===== config.mk =====
export PLATFORM = sky130hd
export DESIGN_NAME = rx_bit_sampler
export DESIGN_NICKNAME = d
export VERILOG_FILES = /design/src/rtl/rx_bit_sampler.sv
export SDC_FILE = /design/constraint.sdc
export NUM_CORES = 1
export LEC_CHECK = 0
export ABC_CLOCK_PERIOD_IN_PS = 2100
export BUFFER_PORTS_ARGS = -buffer_cell sky130_fd_sc_hd__buf_2
export CORE_MARGIN = 5
export CORE_UTILIZATION = 40
export CTS_BUF_LIST = sky130_fd_sc_hd__clkbuf_16
export CTS_CLUSTER_DIAMETER = 200
export DETAILED_ROUTE_END_ITERATION = 8
export SLEW_MARGIN = 20
export SYNTH_ARGS = -nofsm -noshare
export SYNTH_HDL_FRONTEND = slang
export SYNTH_SLANG_ARGS = --single-unit

===== constraint.sdc =====
create_clock -name clock -period 2.1 [get_ports clock]
set_clock_uncertainty 0.05 [all_clocks]
set_input_delay 0.42 -clock clock [delete_from_list [all_inputs] [get_ports clock]]
set_output_delay 0.42 -clock clock [all_outputs]
set_load 0.005 [all_outputs]

===== src/rtl/rx_bit_sampler.sv =====
// Oversampled UART receive front end: synchronises rx_in, confirms the start bit at mid-bit,
// then strobes each data/parity bit and the stop bit on the 16x baud tick grid.
module rx_bit_sampler #(
  parameter int OVERSAMPLE = 16,
  parameter int DATA_BITS  = 8
) (
  input  logic clock,
  input  logic reset,
  input  logic baud_tick16,
  input  logic rx_in,
  output logic rx_start,
  output logic start_check,
  output logic rx_data_signal,
  output logic rx_bit,
  output logic stop_check,
  output logic frame_done,
  output logic framing_err,
  output logic busy
);

  typedef enum logic [1:0] {IDLE, START, DATA, STOP} state_t;

  localparam logic [3:0] MID_TICK = 4'(OVERSAMPLE / 2 - 1);
  localparam logic [3:0] END_TICK = 4'(OVERSAMPLE - 1);
  localparam logic [3:0] LAST_BIT = 4'(DATA_BITS);

  state_t     state;
  logic [3:0] tick_cnt;
  logic [3:0] bit_cnt;
  logic       rx_m;
  logic       rx_s;
  logic       rx_bit_q;
  logic       mid_tick;
  logic       end_tick;

  always_ff @(posedge clock or posedge reset) begin
    if (reset) begin
      rx_m <= 1'b1;
      rx_s <= 1'b1;
    end else begin
      rx_m <= rx_in;
      rx_s <= rx_m;
    end
  end

  assign mid_tick = baud_tick16 && (tick_cnt == MID_TICK);
  assign end_tick = baud_tick16 && (tick_cnt == END_TICK);

  // Pulses are decoded in the tick cycle itself so they never appear on a tick-less clock.
  assign rx_start       = (state == START) && mid_tick && !rx_s;
  assign rx_data_signal = (state == DATA) && end_tick;
  assign frame_done     = (state == STOP) && end_tick;
  assign framing_err    = frame_done && !rx_s;
  assign rx_bit         = rx_data_signal ? rx_s : rx_bit_q;
  assign busy           = (state != IDLE);

  always_ff @(posedge clock or posedge reset) begin
    if (reset) begin
      state       <= IDLE;
      tick_cnt    <= 4'd0;
      bit_cnt     <= 4'd0;
      start_check <= 1'b0;
      rx_bit_q    <= 1'b0;
      stop_check  <= 1'b1;
    end else begin
      case (state)
        IDLE: begin
          if (!rx_s) begin
            state    <= START;
            tick_cnt <= 4'd0;
          end
        end
        START: begin
          if (baud_tick16) begin
            if (tick_cnt == MID_TICK) begin
              tick_cnt <= 4'd0;
              if (!rx_s) begin
                start_check <= 1'b1;
                bit_cnt     <= 4'd0;
                state       <= DATA;
              end else begin
                state <= IDLE;
              end
            end else begin
              tick_cnt <= tick_cnt + 4'd1;
            end
          end
        end
        DATA: begin
          if (baud_tick16) begin
            tick_cnt <= tick_cnt + 4'd1;
            if (tick_cnt == END_TICK) begin
              rx_bit_q <= rx_s;
              bit_cnt  <= bit_cnt + 4'd1;
              // bit_cnt == DATA_BITS here means the parity bit was just sampled
              if (bit_cnt == LAST_BIT) begin
                state    <= STOP;
                tick_cnt <= 4'd0;
              end
            end
          end
        end
        STOP: begin
          if (baud_tick16) begin
            tick_cnt <= tick_cnt + 4'd1;
            if (tick_cnt == END_TICK) begin
              stop_check  <= rx_s;
              start_check <= 1'b0;
              tick_cnt    <= 4'd0;
              state       <= IDLE;
            end
          end
        end
        default: state <= IDLE;
      endcase
    end
  end

endmodule


# Word-level counts from Yosys, hierarchy flattened

Index checks and enable logic that the tools add are counted.
Widths: inputs -> output; s select.

Input bits: 4
Flip-flop bits (word level): 15

Muxes and demuxes: 31
Equality and inequality tests: 15
Reduce and logical (&&, ||, !) cells: 18
Add/sub/neg operators: 2

Operators by type and width:

| operator            | number |
|---|---|
| $mux 4              | 12 |
| $mux 2              | 9 |
| $pmux 4 s4          | 1 |
| $reduce_and 6->1    | 2 |
| $ne 2x2->1 const B  | 5 |
| $add 4x1->4 const B | 2 |
| $eq 4x4->1 const B  | 2 |
| $ne 2x1->1 const B  | 4 |
| $pmux 2 s4          | 1 |
| $pmux 4 s2          | 1 |
| $reduce_and 8->1    | 1 |
| $logic_and 1x1->1   | 7 |
| $mux 1              | 6 |
| $reduce_and 3->1    | 2 |
| $reduce_bool 2->1   | 3 |
| $eq 2x2->1 const B  | 2 |
| $eq 4x3->1 const B  | 1 |
| $reduce_and 4->1    | 1 |
| $eq 2x1->1 const B  | 1 |
| $logic_not 2->1     | 1 |
| $pmux 1 s2          | 1 |
| $logic_not 1->1     | 1 |

# Longest topological paths before layout

Gate-level depths: netlist (run 1).

Word-level depth: 5
Mapped depth: 7
Depth with buffers taken out: 7

# Least setup slack after synthesis (run 1)

Ideal clock, no wire load.

Path type: register to output
From: register tick_cnt[3]
To: output rx_bit
Required time: 1.630 ns
Arrival: 1.850 ns
Slack: -0.220 ns
Cell stages (with the launch flop): 7
Path through: dfrtp_1 -> buf_6 -> or4b_4 -> a21o_1 -> or2_4 -> clkinv_2 -> mux2_1

Cells in the longest elaborated chain, start to end: 4

Ends and longest elaborated chain:

| what                   | RTL line | source |
|---|---|---|
| from (decl)            | 28       | `logic [3:0] tick_cnt;` |
| from (signal assigned) | 85       | `tick_cnt <= tick_cnt + 4'd1;` |
| from (signal assigned) | 91       | `tick_cnt <= tick_cnt + 4'd1;` |
| from (signal assigned) | 105      | `tick_cnt <= tick_cnt + 4'd1;` |
| $eq 4x4->1             | 47       | `assign end_tick = baud_tick16 && (tick_cnt == END_TICK);` |
| $logic_and 1x1->1      | 47       |  |
| $logic_and 1x1->1      | 51       | `assign rx_data_signal = (state == DATA) && end_tick;` |
| via rx_data_signal     | 13       | `output logic rx_data_signal,` |
| $mux 1                 | 54       | `assign rx_bit = rx_data_signal ? rx_s : rx_bit_q;` |
| to (decl)              | 14       | `output logic rx_bit,` |

The timed path passes the listed nets, and every way through them passes these cells.

==> run summary, run 1 <==
pin slew with the least headroom to its limit: 584 ps
setup violators final: 2
Top Ports: 12
Hold Slack: 176 ps
CP required: 1630 ps
status: finished, violations left
maximum VDD drop: 0.844 mV
period utilization: 119%
top-count cell post-synth: dfrtp_1
CTS Buffer Depth: 2
post-route ant nets: 0
Seq cells post-synth: 15
Synthesis Warnings: 0
Antenna Cells: 0
PortBufs: 11
normalized max-slew margin: 61.0%
DP Wirelength: 1370 um
Yosys top cell by area: dfrtp_1
Netlist Area Pre-Place: 841 sq um
Net Sw Power: 0.417 mW
GRT Util Overall: 13.3%
Slowest cell on crit path: or4b_4
H-tree depth: 1
CP Capture Type: output pin
crit path cell chain: or4b_4 -> a21o_1 -> or2_4 -> clkinv_4 -> mux2_4 -> buf_6
Synth async-reset ratio: 100%
Setup TNS: -570 ps
pre-CTS setup slack: -167 ps
worst reg2reg path depth: 7
cells after synthesis: 93
Pleak: 0.538 nW
die height: 55.8 um
Post-synth top cells: dfrtp_1, nor2_1, nand2_1
Net Count, Synth: 100
drt total wl: 1950 um
largest cells by area after synthesis: dfrtp_1, dfstp_2, nor2_1
gr ovfl total: 0
clk root buf: clkbuf_16
clock sinks: 15
failing checks: negative setup slack
fillers: 176
Pint: 0.851 mW
Vias per Instance: 5.13
# DRC: 0
register area share after synthesis: 45.1%
drt pass-1 iters: 4
initial antenna violation count: 0
PwrDens: 1110 nW/um^2
final hold vios: 0
number of core rows: 16
max-cap viol count: 0
Achievable Freq: 0.401 GHz
combinational power share: 37.6%
Final GP Congestion: 0.778
Starting Density: 42.4%
Post-CTS Hold Fix Bufs: 0
Critical Path AT: 2030 ps
CTS tree: done
nets@finish: 129
EDFF count, synth: 0
unrepaired setup endpoints after global routing: yes
top cell type's share of synthesized area: 35.7%
clock share of power: 29.8%
worst min path class: in2async
switch share: 32.9%
critical path class: reg2out
number of global-route vias before repair: 746
CP Max Fanout: 2
Synth Flop Type: dfrtp_1
startpoint type of the worst setup path: register
vias: 759
CP max stage delay: 520 ps
DR iter-0 viols: 21
first-pass GRT wire length: 3270 um
final slew viol count: 0
Area growth syn-to-layout: 36.2%
clk_lat worst skew: 250 ps
core area: 1980 sq um
share of layout cells above drive strength 1: 37.2%
synth unique cells: 31
die width: 55.8 um
Num CTS Buffers: 3
Die ar.: 3120 sq um
Tmin final: 2500 ps
register share of total power: 32.6%
largest net degree at the start of global routing: 16
Reg clk slew, reported paths: 50 ps
Setup WS post-layout: -396 ps
Syn Area/Cell: 9.04 sq um
wire length per cell: 13.2 um
power groups by stage:
stage	logic (mW)	clock network, mW	registers [mW]
floorplan	0.287	0	0.425
global placement	0.447	0	0.414
detailed placement	0.456	0	0.418
CTS	0.471	0.382	0.413
global route	0.543	0.402	0.423
finish	0.477	0.378	0.413
registers in the layout, indices dropped and copies added, names as in the netlist, named ones only:
register and cells:
bit_cnt 4, tick_cnt 4, rx_bit_q 1, rx_m 1
rx_s 1, start_check 1, state 1, stop_check 1
metal layers:
layer	share of wire [%]	vias up	track usage [%]
met2	48	19	20.8
met5	0	-	0
li1	-	377	-
met1	46	359	17.1
met3	5.0	4	4.41
met4	1.5	0	5.08
cell usage in the layout (no fill, tap or decap), drive strengths merged, types with 4 or more instances in the layout:
cell type	n
buf	28
dfrtp	12
nor2	11
nand2	9
inv	6
a21oi	6
nand3	4
o21ai	4
cells by family after synthesis:
| kind of cell | after synthesis | share of synthesized area, % |
|---|---|---|
| muxes | 4 | 5.21 |
| AOI/OAI and AO/OA | 20 | 14.9 |
| buffers and inverters | 11 | 6.10 |
| DFF | 15 | 45.1 |
| and+or+nand+nor | 40 | 24.3 |
| adders and majority gates | 3 | 4.46 |
what timing repair did:
| item | in CTS | in global routing |
|---|---|---|
| pin swaps | 2 | 2 |
| setup endpoints to repair | 2 | 4 |
| resized for setup | 3 | 3 |
| buffers inserted | 4 | 2 |
critical path, delay by kind of cell, from the launching register on:
| kind | cells | cell delay (ps) |
|---|---|---|
| buf+inv | 2 | 160 |
| compound gates | 1 | 180 |
| mux | 1 | 290 |
| simple gates | 2 | 760 |
| flops | 1 | 380 |
through the flow:
step | instance area [sq um] | power, mW | cells | util (%)
after floorplan | 848 | 0.712 | 93 | -
after global placement | 1000 | 0.861 | 139 | 50.6
after detailed placement | 1000 | 0.874 | 139 | 50.6
after CTS | 1130 | 1.27 | 147 | 57.0
after global routing | 1140 | 1.37 | 148 | 57.8
final | 1140 | 1.27 | 148 | 57.8
final cells by class:
cell class,count,area [sq um],area share (%)
Multi-Input combinational cell,67,425,37.2
Sequential cell,15,379,33.1
Inverter,7,31.3,2.73
Clock buffer,3,75.1,6.56
Clock inverter,1,5.00,0.437
Tap cell,27,33.8,2.95
Timing Repair Buffer,28,195,17.0
path summary, 6_finish.rpt:
check	startpoint	endpoint	slack [ps]
worst max-delay path	register	rx_bit	-400
worst min-delay path	reset	rx_bit_q$_DFFE_PP0P_	180
worst max register to register	register	bit_cnt[3]$_DFFE_PP0P_	60
worst min register to register	rx_m$_DFF_PP1_	rx_s$_DFF_PP1_	310
max in group asynchronous	reset	bit_cnt[3]$_DFFE_PP0P_	1440
min in group clock	rx_in	rx_m$_DFF_PP1_	220
No activity file was read; power rests on OpenSTA's default activity.
==> run 2, diff against run 1 <==
--- a/config.mk
+++ b/config.mk
@@ -12,6 +12,8 @@
 export CTS_BUF_LIST = sky130_fd_sc_hd__clkbuf_16
 export CTS_CLUSTER_DIAMETER = 200
 export DETAILED_ROUTE_END_ITERATION = 8
+export MAX_ROUTING_LAYER = met4
+export RECOVER_POWER = 100
 export SLEW_MARGIN = 20
 export SYNTH_ARGS = -nofsm -noshare
 export SYNTH_HDL_FRONTEND = slang
==> run summary, run 2 (synthesis gave the netlist of run 1 again) <==
Critical Path AT: 2020 ps (about the same)
Reg clk slew, reported paths: 50 ps (about the same)
CP Max Fanout: 2 (unchanged)
Area growth syn-to-layout: 35.4%
register share of total power: 33.0% (+0.4 points)
status: finished, violations left
drt pass-1 iters: 4 (unchanged)
GRT Util Overall: 13.7% (+0.37 points)
vias: 756 (-0.40%)
final slew viol count: 0 (unchanged)
clock sinks: 15 (unchanged)
PortBufs: 11 (unchanged)
Num CTS Buffers: 3 (unchanged)
pin slew with the least headroom to its limit: 586 ps (+1.87 ps)
post-route ant nets: 0 (unchanged)
Antenna Cells: 0 (unchanged)
nets@finish: 129 (unchanged)
core area: 1980 sq um (unchanged)
critical path class: reg2out
CTS tree: done
CP Capture Type: output pin
wire length per cell: 13.2 um (+0.15%)
Pint: 0.842 mW (-1.1%)
Post-CTS Hold Fix Bufs: 0 (unchanged)
switch share: 33.0% (+0.097 points)
Net Sw Power: 0.414 mW (-0.67%)
clock share of power: 29.8% (about the same)
maximum VDD drop: 0.818 mV (-3.0%)
worst min path class: in2async
unrepaired setup endpoints after global routing: yes
die height: 55.8 um (unchanged)
setup violators final: 2 (unchanged)
# DRC: 0 (unchanged)
combinational power share: 37.2% (-0.4 points)
largest net degree at the start of global routing: 16 (unchanged)
Cell Area, Placed: 1000 sq um (unchanged)
Top Ports: 12 (unchanged)
failing checks: negative setup slack
PwrDens: 1100 nW/um^2 (-0.41%)
period utilization: 119% (-0.12 points)
drt total wl: 1950 um (+0.15%)
number of core rows: 16 (unchanged)
Starting Density: 42.4% (unchanged)
most frequent cells in the layout: buf_4, dfrtp_1, nor2_1
share of layout cells above drive strength 1: 34.7% (-2.5 points)
CTS Buffer Depth: 2 (unchanged)
Setup WS post-layout: -394 ps (+2.52 ps)
clk root buf: clkbuf_16
DR iter-0 viols: 25 (+19%)
gr ovfl total: 0 (unchanged)
Regs by FF count: bit_cnt x4, tick_cnt x4
max-cap viol count: 0 (unchanged)
first-pass GRT wire length: 3270 um (unchanged)
Die ar.: 3120 sq um (unchanged)
startpoint type of the worst setup path: register
fin area: 1140 sq um (-0.55%)
fin util: 57.4% (-0.32 points)
final hold vios: 0 (unchanged)
Final GP Congestion: 0.789 (+1.4%)
Pleak: 0.525 nW (-2.3%)
fillers: 175 (-0.57%)
Achievable Freq: 0.401 GHz (+0.10%)
initial antenna violation count: 0 (unchanged)
normalized max-slew margin: 60.9% (-0.12 points)
CP required: 1630 ps (about the same)
number of global-route vias before repair: 746 (unchanged)
die width: 55.8 um (unchanged)
Vias per Instance: 5.11 (-0.40%)
DP Wirelength: 1370 um (unchanged)
H-tree depth: 1 (unchanged)
FF+latch area: 379 sq um (unchanged)
clk_lat worst skew: 250 ps (about the same)
Tmin final: 2490 ps (-2.52 ps)
commonest non-fill, non-tap cell in the layout: buf_4
Multi-input gate area: 425 sq um (unchanged)
==> run 2: cell types whose count changed in the layout (fill, tap and decap cells not counted), sizes merged <==
cell / previous run / this run
buf: 28 / 24
clkbuf: 3 / 7
==> run 2: routing by layer <==
layer  global-route usage [%]  share of wire, %  vias up
met3                     4.18               4.9        4
met4                     5.08               1.5        0
met2                     20.8                47       17
met1                     17.2                46      357
met5                        -                 0        -
li1                         -                 -      378
==> run 2: power groups by stage <==
stage | Combinational [mW] | Sequential, mW | Clock (mW)
after floorplan | 0.287 | 0.425 | 0
after global placement | 0.447 | 0.414 | 0
after detailed placement | 0.456 | 0.418 | 0
after CTS | 0.471 | 0.413 | 0.382
after global routing | 0.533 | 0.424 | 0.402
final | 0.468 | 0.414 | 0.374
==> run 2: critical path, stage by stage (launching register included) <==
cell      delay [ps]
dfrtp_1          380
or4b_4           520
a21o_1           180
or2_4            240
clkinv_4          50
mux2_4           290
buf_6            110
==> run 2: timing repair <==
| action | 4_1_cts | 5_1_grt |
|---|---|---|
| pin swaps | 2 | 2 |
| resized for setup | 3 | 3 |
| setup buffers | 4 | 2 |
| endpoints found under the setup margin | 2 | 4 |
==> run 2: area by class of cell <==
class | count | area share, %
clock buffer | 3 | 6.59
clock inverter | 1 | 0.440
inverter | 7 | 2.75
multi-input combinational | 67 | 37.4
sequential | 15 | 33.3
tap | 27 | 2.97
timing repair buffer | 28 | 16.6
==> run 2: final timing paths <==
kind                                                 to  depth (start not counted)      startpoint  slack (ps)
min in group clock                       rx_m$_DFF_PP1_                          1           rx_in         220
max in group asynchronous       tick_cnt[2]$_DFFE_PP0P_                          2           reset        1440
worst min register to register           rx_s$_DFF_PP1_                          0  rx_m$_DFF_PP1_         300
worst max-delay path                             rx_bit                          6        register        -390
worst max register to register   bit_cnt[3]$_DFFE_PP0P_                          7        register          60
worst min-delay path               rx_bit_q$_DFFE_PP0P_                          2           reset         180
==> run 2: metrics by stage <==
stage / TNS (ps) / hold WS (ps) / cells / worst slack (ps) / power [mW]
global placement: -151 / 296 / 139 / -151 / 0.861
CTS: -672 / 200 / 147 / -399 / 1.27
global route: -854 / 215 / 148 / -440 / 1.36
detailed placement: -167 / 299 / 139 / -167 / 0.874
finish: -564 / 177 / 148 / -394 / 1.26
floorplan: -206 / 269 / 93 / -206 / 0.712
==> run 3, diff against run 2 <==
--- a/config.mk
+++ b/config.mk
@@ -13,7 +13,8 @@
 export CTS_CLUSTER_DIAMETER = 200
 export DETAILED_ROUTE_END_ITERATION = 8
 export MAX_ROUTING_LAYER = met4
-export RECOVER_POWER = 100
+export PLACE_DENSITY_LB_ADDON = 0.12
+export RECOVER_POWER = 50
 export SLEW_MARGIN = 20
 export SYNTH_ARGS = -nofsm -noshare
 export SYNTH_HDL_FRONTEND = slang
==> run summary, run 3 (synthesis gave the netlist of run 1 again) <==
Antenna Cells: 0 (unchanged)
Reg clk slew, reported paths: 50 ps (about the same)
CTS tree: done
CP Max Fanout: 2 (unchanged)
period utilization: 119% (+0.50 points)
largest net degree at the start of global routing: 16 (unchanged)
die width: 55.8 um (unchanged)
first-pass GRT wire length: 3160 um (-3.4%)
core area: 1980 sq um (unchanged)
setup violators final: 2 (unchanged)
Post-CTS Hold Fix Bufs: 0 (unchanged)
vias: 738 (-2.4%)
initial antenna violation count: 0 (unchanged)
startpoint type of the worst setup path: register
Setup TNS: -598 ps (-33.8 ps)
final slew viol count: 0 (unchanged)
CP max stage delay: 540 ps (+20 ps)
worst min path class: in2async
die height: 55.8 um (unchanged)
DR iter-0 viols: 15 (-40%)
nets@finish: 125 (-3.1%)
dpl cells: 138 (-0.72%)
CTS Buffer Depth: 2 (unchanged)
combinational power share: 36.6% (-0.6 points)
Net Sw Power: 0.410 mW (-1.0%)
Critical Path AT: 2030 ps (about the same)
Pint: 0.847 mW (+0.62%)
Setup WS post-layout: -404 ps (-10.6 ps)
final hold vios: 0 (unchanged)
Tmin final: 2500 ps (+10.6 ps)
Slowest cell on crit path: or4b_4
# DRC: 0 (unchanged)
worst reg2reg path depth: 7 (unchanged)
Regs by FF count: bit_cnt x4, tick_cnt x4
DP Wirelength: 1290 um (-5.4%)
gr ovfl total: 0 (unchanged)
Area growth syn-to-layout: 32.7%
Hold Slack: 177 ps (+0.0520 ps)
Vias per Instance: 5.13 (+0.33%)
crit path cell chain: or4b_4 -> a21o_1 -> or2_4 -> clkinv_4 -> mux2_4 -> buf_6
register share of total power: 33.0% (about the same)
share of layout cells above drive strength 1: 34.2% (-0.52 points)
CP Capture Type: output pin
Top Ports: 12 (unchanged)
FF-to-FF setup slack: 70 ps (about the same)
drt pass-1 iters: 5 (+1)
status: finished, violations left
number of global-route vias before repair: 730 (-2.1%)
number of core rows: 16 (unchanged)
normalized max-slew margin: 60.9% (about the same)
reg-to-reg endpoint: rx_bit_q$_DFFE_PP0P_
post-route ant nets: 0 (unchanged)
Die ar.: 3120 sq um (unchanged)
wire length per cell: 12.8 um (-3.1%)
PwrDens: 1130 nW/um^2 (+2.1%)
Final GP Congestion: 0.756 (-4.1%)
CP delay by family, top: simple AND/OR/NAND/NOR gates
pin slew with the least headroom to its limit: 585 ps (-0.468 ps)
non-filler cells, final: 144 (-2.7%)
Achievable Freq: 0.399 GHz (-0.42%)
WP buf/inv: 2 (unchanged)
Pleak: 0.514 nW (-2.1%)
failing checks: negative setup slack
unrepaired setup endpoints after global routing: yes
critical path class: reg2out
reg2reg start: tick_cnt[3]$_DFFE_PP0P_
clock share of power: 30.4% (+0.6 points)
Num CTS Buffers: 3 (unchanged)
GRT Util Overall: 13.3% (-0.37 points)
maximum VDD drop: 0.933 mV (+14%)
clock sinks: 15 (unchanged)
clk_lat worst skew: 250 ps (about the same)
most frequent cells in the layout: dfrtp_1, buf_4, nor2_1
clk root buf: clkbuf_16
drt total wl: 1840 um (-5.7%)
CP required: 1630 ps (about the same)
switch share: 32.6% (-0.36 points)
max-cap viol count: 0 (unchanged)
PortBufs: 11 (unchanged)
Starting Density: 42.4% (unchanged)
H-tree depth: 1 (unchanged)
==> run 3: changes by cell type in the layout (fill, tap and decap cells not counted), sizes merged <==
cell	previous run	this run
clkinv	2	1
clkbuf	7	3
clkinvlp	0	1
==> run 3: worst max-delay path by stage <==
stage,start,end,slack (ps),depth (start not counted)
final,tick_cnt[3]$_DFFE_PP0P_,rx_bit,-400,6
after global routing,register,rx_bit,-470,6
after CTS,tick_cnt[3]$_DFFE_PP0P_,rx_bit,-420,6
after detailed placement,tick_cnt[3]$_DFFE_PP0P_,rx_bit,-160,6
after global placement,tick_cnt[3]$_DFFE_PP0P_,rx_bit,-150,6
after floorplan,tick_cnt[3]$_DFFE_PP0P_,rx_bit,-210,6
==> run 3: worst reg2reg max path, cell delays in order (launching register included) <==
cell,delay (ps)
dfrtp_1,370
or4b_4,540
a21o_1,180
or2_4,240
clkinv_4,50
buf_4,110
buf_6,90
mux2_4,280
==> run 3: what timing repair did <==
action                                  4_1_cts  5_1_grt
pin swaps                                     1        0
endpoints found under the setup margin        2        4
buffers inserted                              3        1
endpoints found under the hold margin         0        0
resized for setup                             5        1
==> run 3: cell type report <==
cell class,count,area (sq um)
Clock buffer,3,75.1
Clock inverter,1,7.51
Fill cell,174,866
Inverter,7,31.3
Multi-Input combinational cell,67,420
Sequential cell,15,379
Tap cell,27,33.8
Timing Repair Buffer,24,169
==> run 3: per-stage QoR <==
step | cell area [sq um] | setup WS, ps | util, % | power [mW]
finish | 1120 | -404 | 56.3 | 1.26
detailed placement | 996 | -157 | 50.3 | 0.861
global placement | 996 | -153 | 50.3 | 0.854
floorplan | 848 | -206 | - | 0.712
global route | 1120 | -466 | 56.3 | 1.34
CTS | 1120 | -416 | 56.8 | 1.26
==> run 3: power groups by stage <==
| stage | sequential (mW) | clock (mW) | combinational (mW) |
|---|---|---|---|
| detailed placement | 0.416 | 0 | 0.444 |
| floorplan | 0.425 | 0 | 0.287 |
| finish | 0.415 | 0.382 | 0.461 |
| global placement | 0.413 | 0 | 0.441 |
| global route | 0.424 | 0.404 | 0.514 |
| CTS | 0.416 | 0.388 | 0.457 |
==> run 3: routing by layer <==
metal / vias to the layer above / share of wire [%] / track usage, %
met5: - / 0 / -
met4: 0 / 1.6 / 3.39
met3: 5 / 5.2 / 5.10
met2: 26 / 47 / 22.0
met1: 338 / 46 / 15.3
li1: 369 / - / -
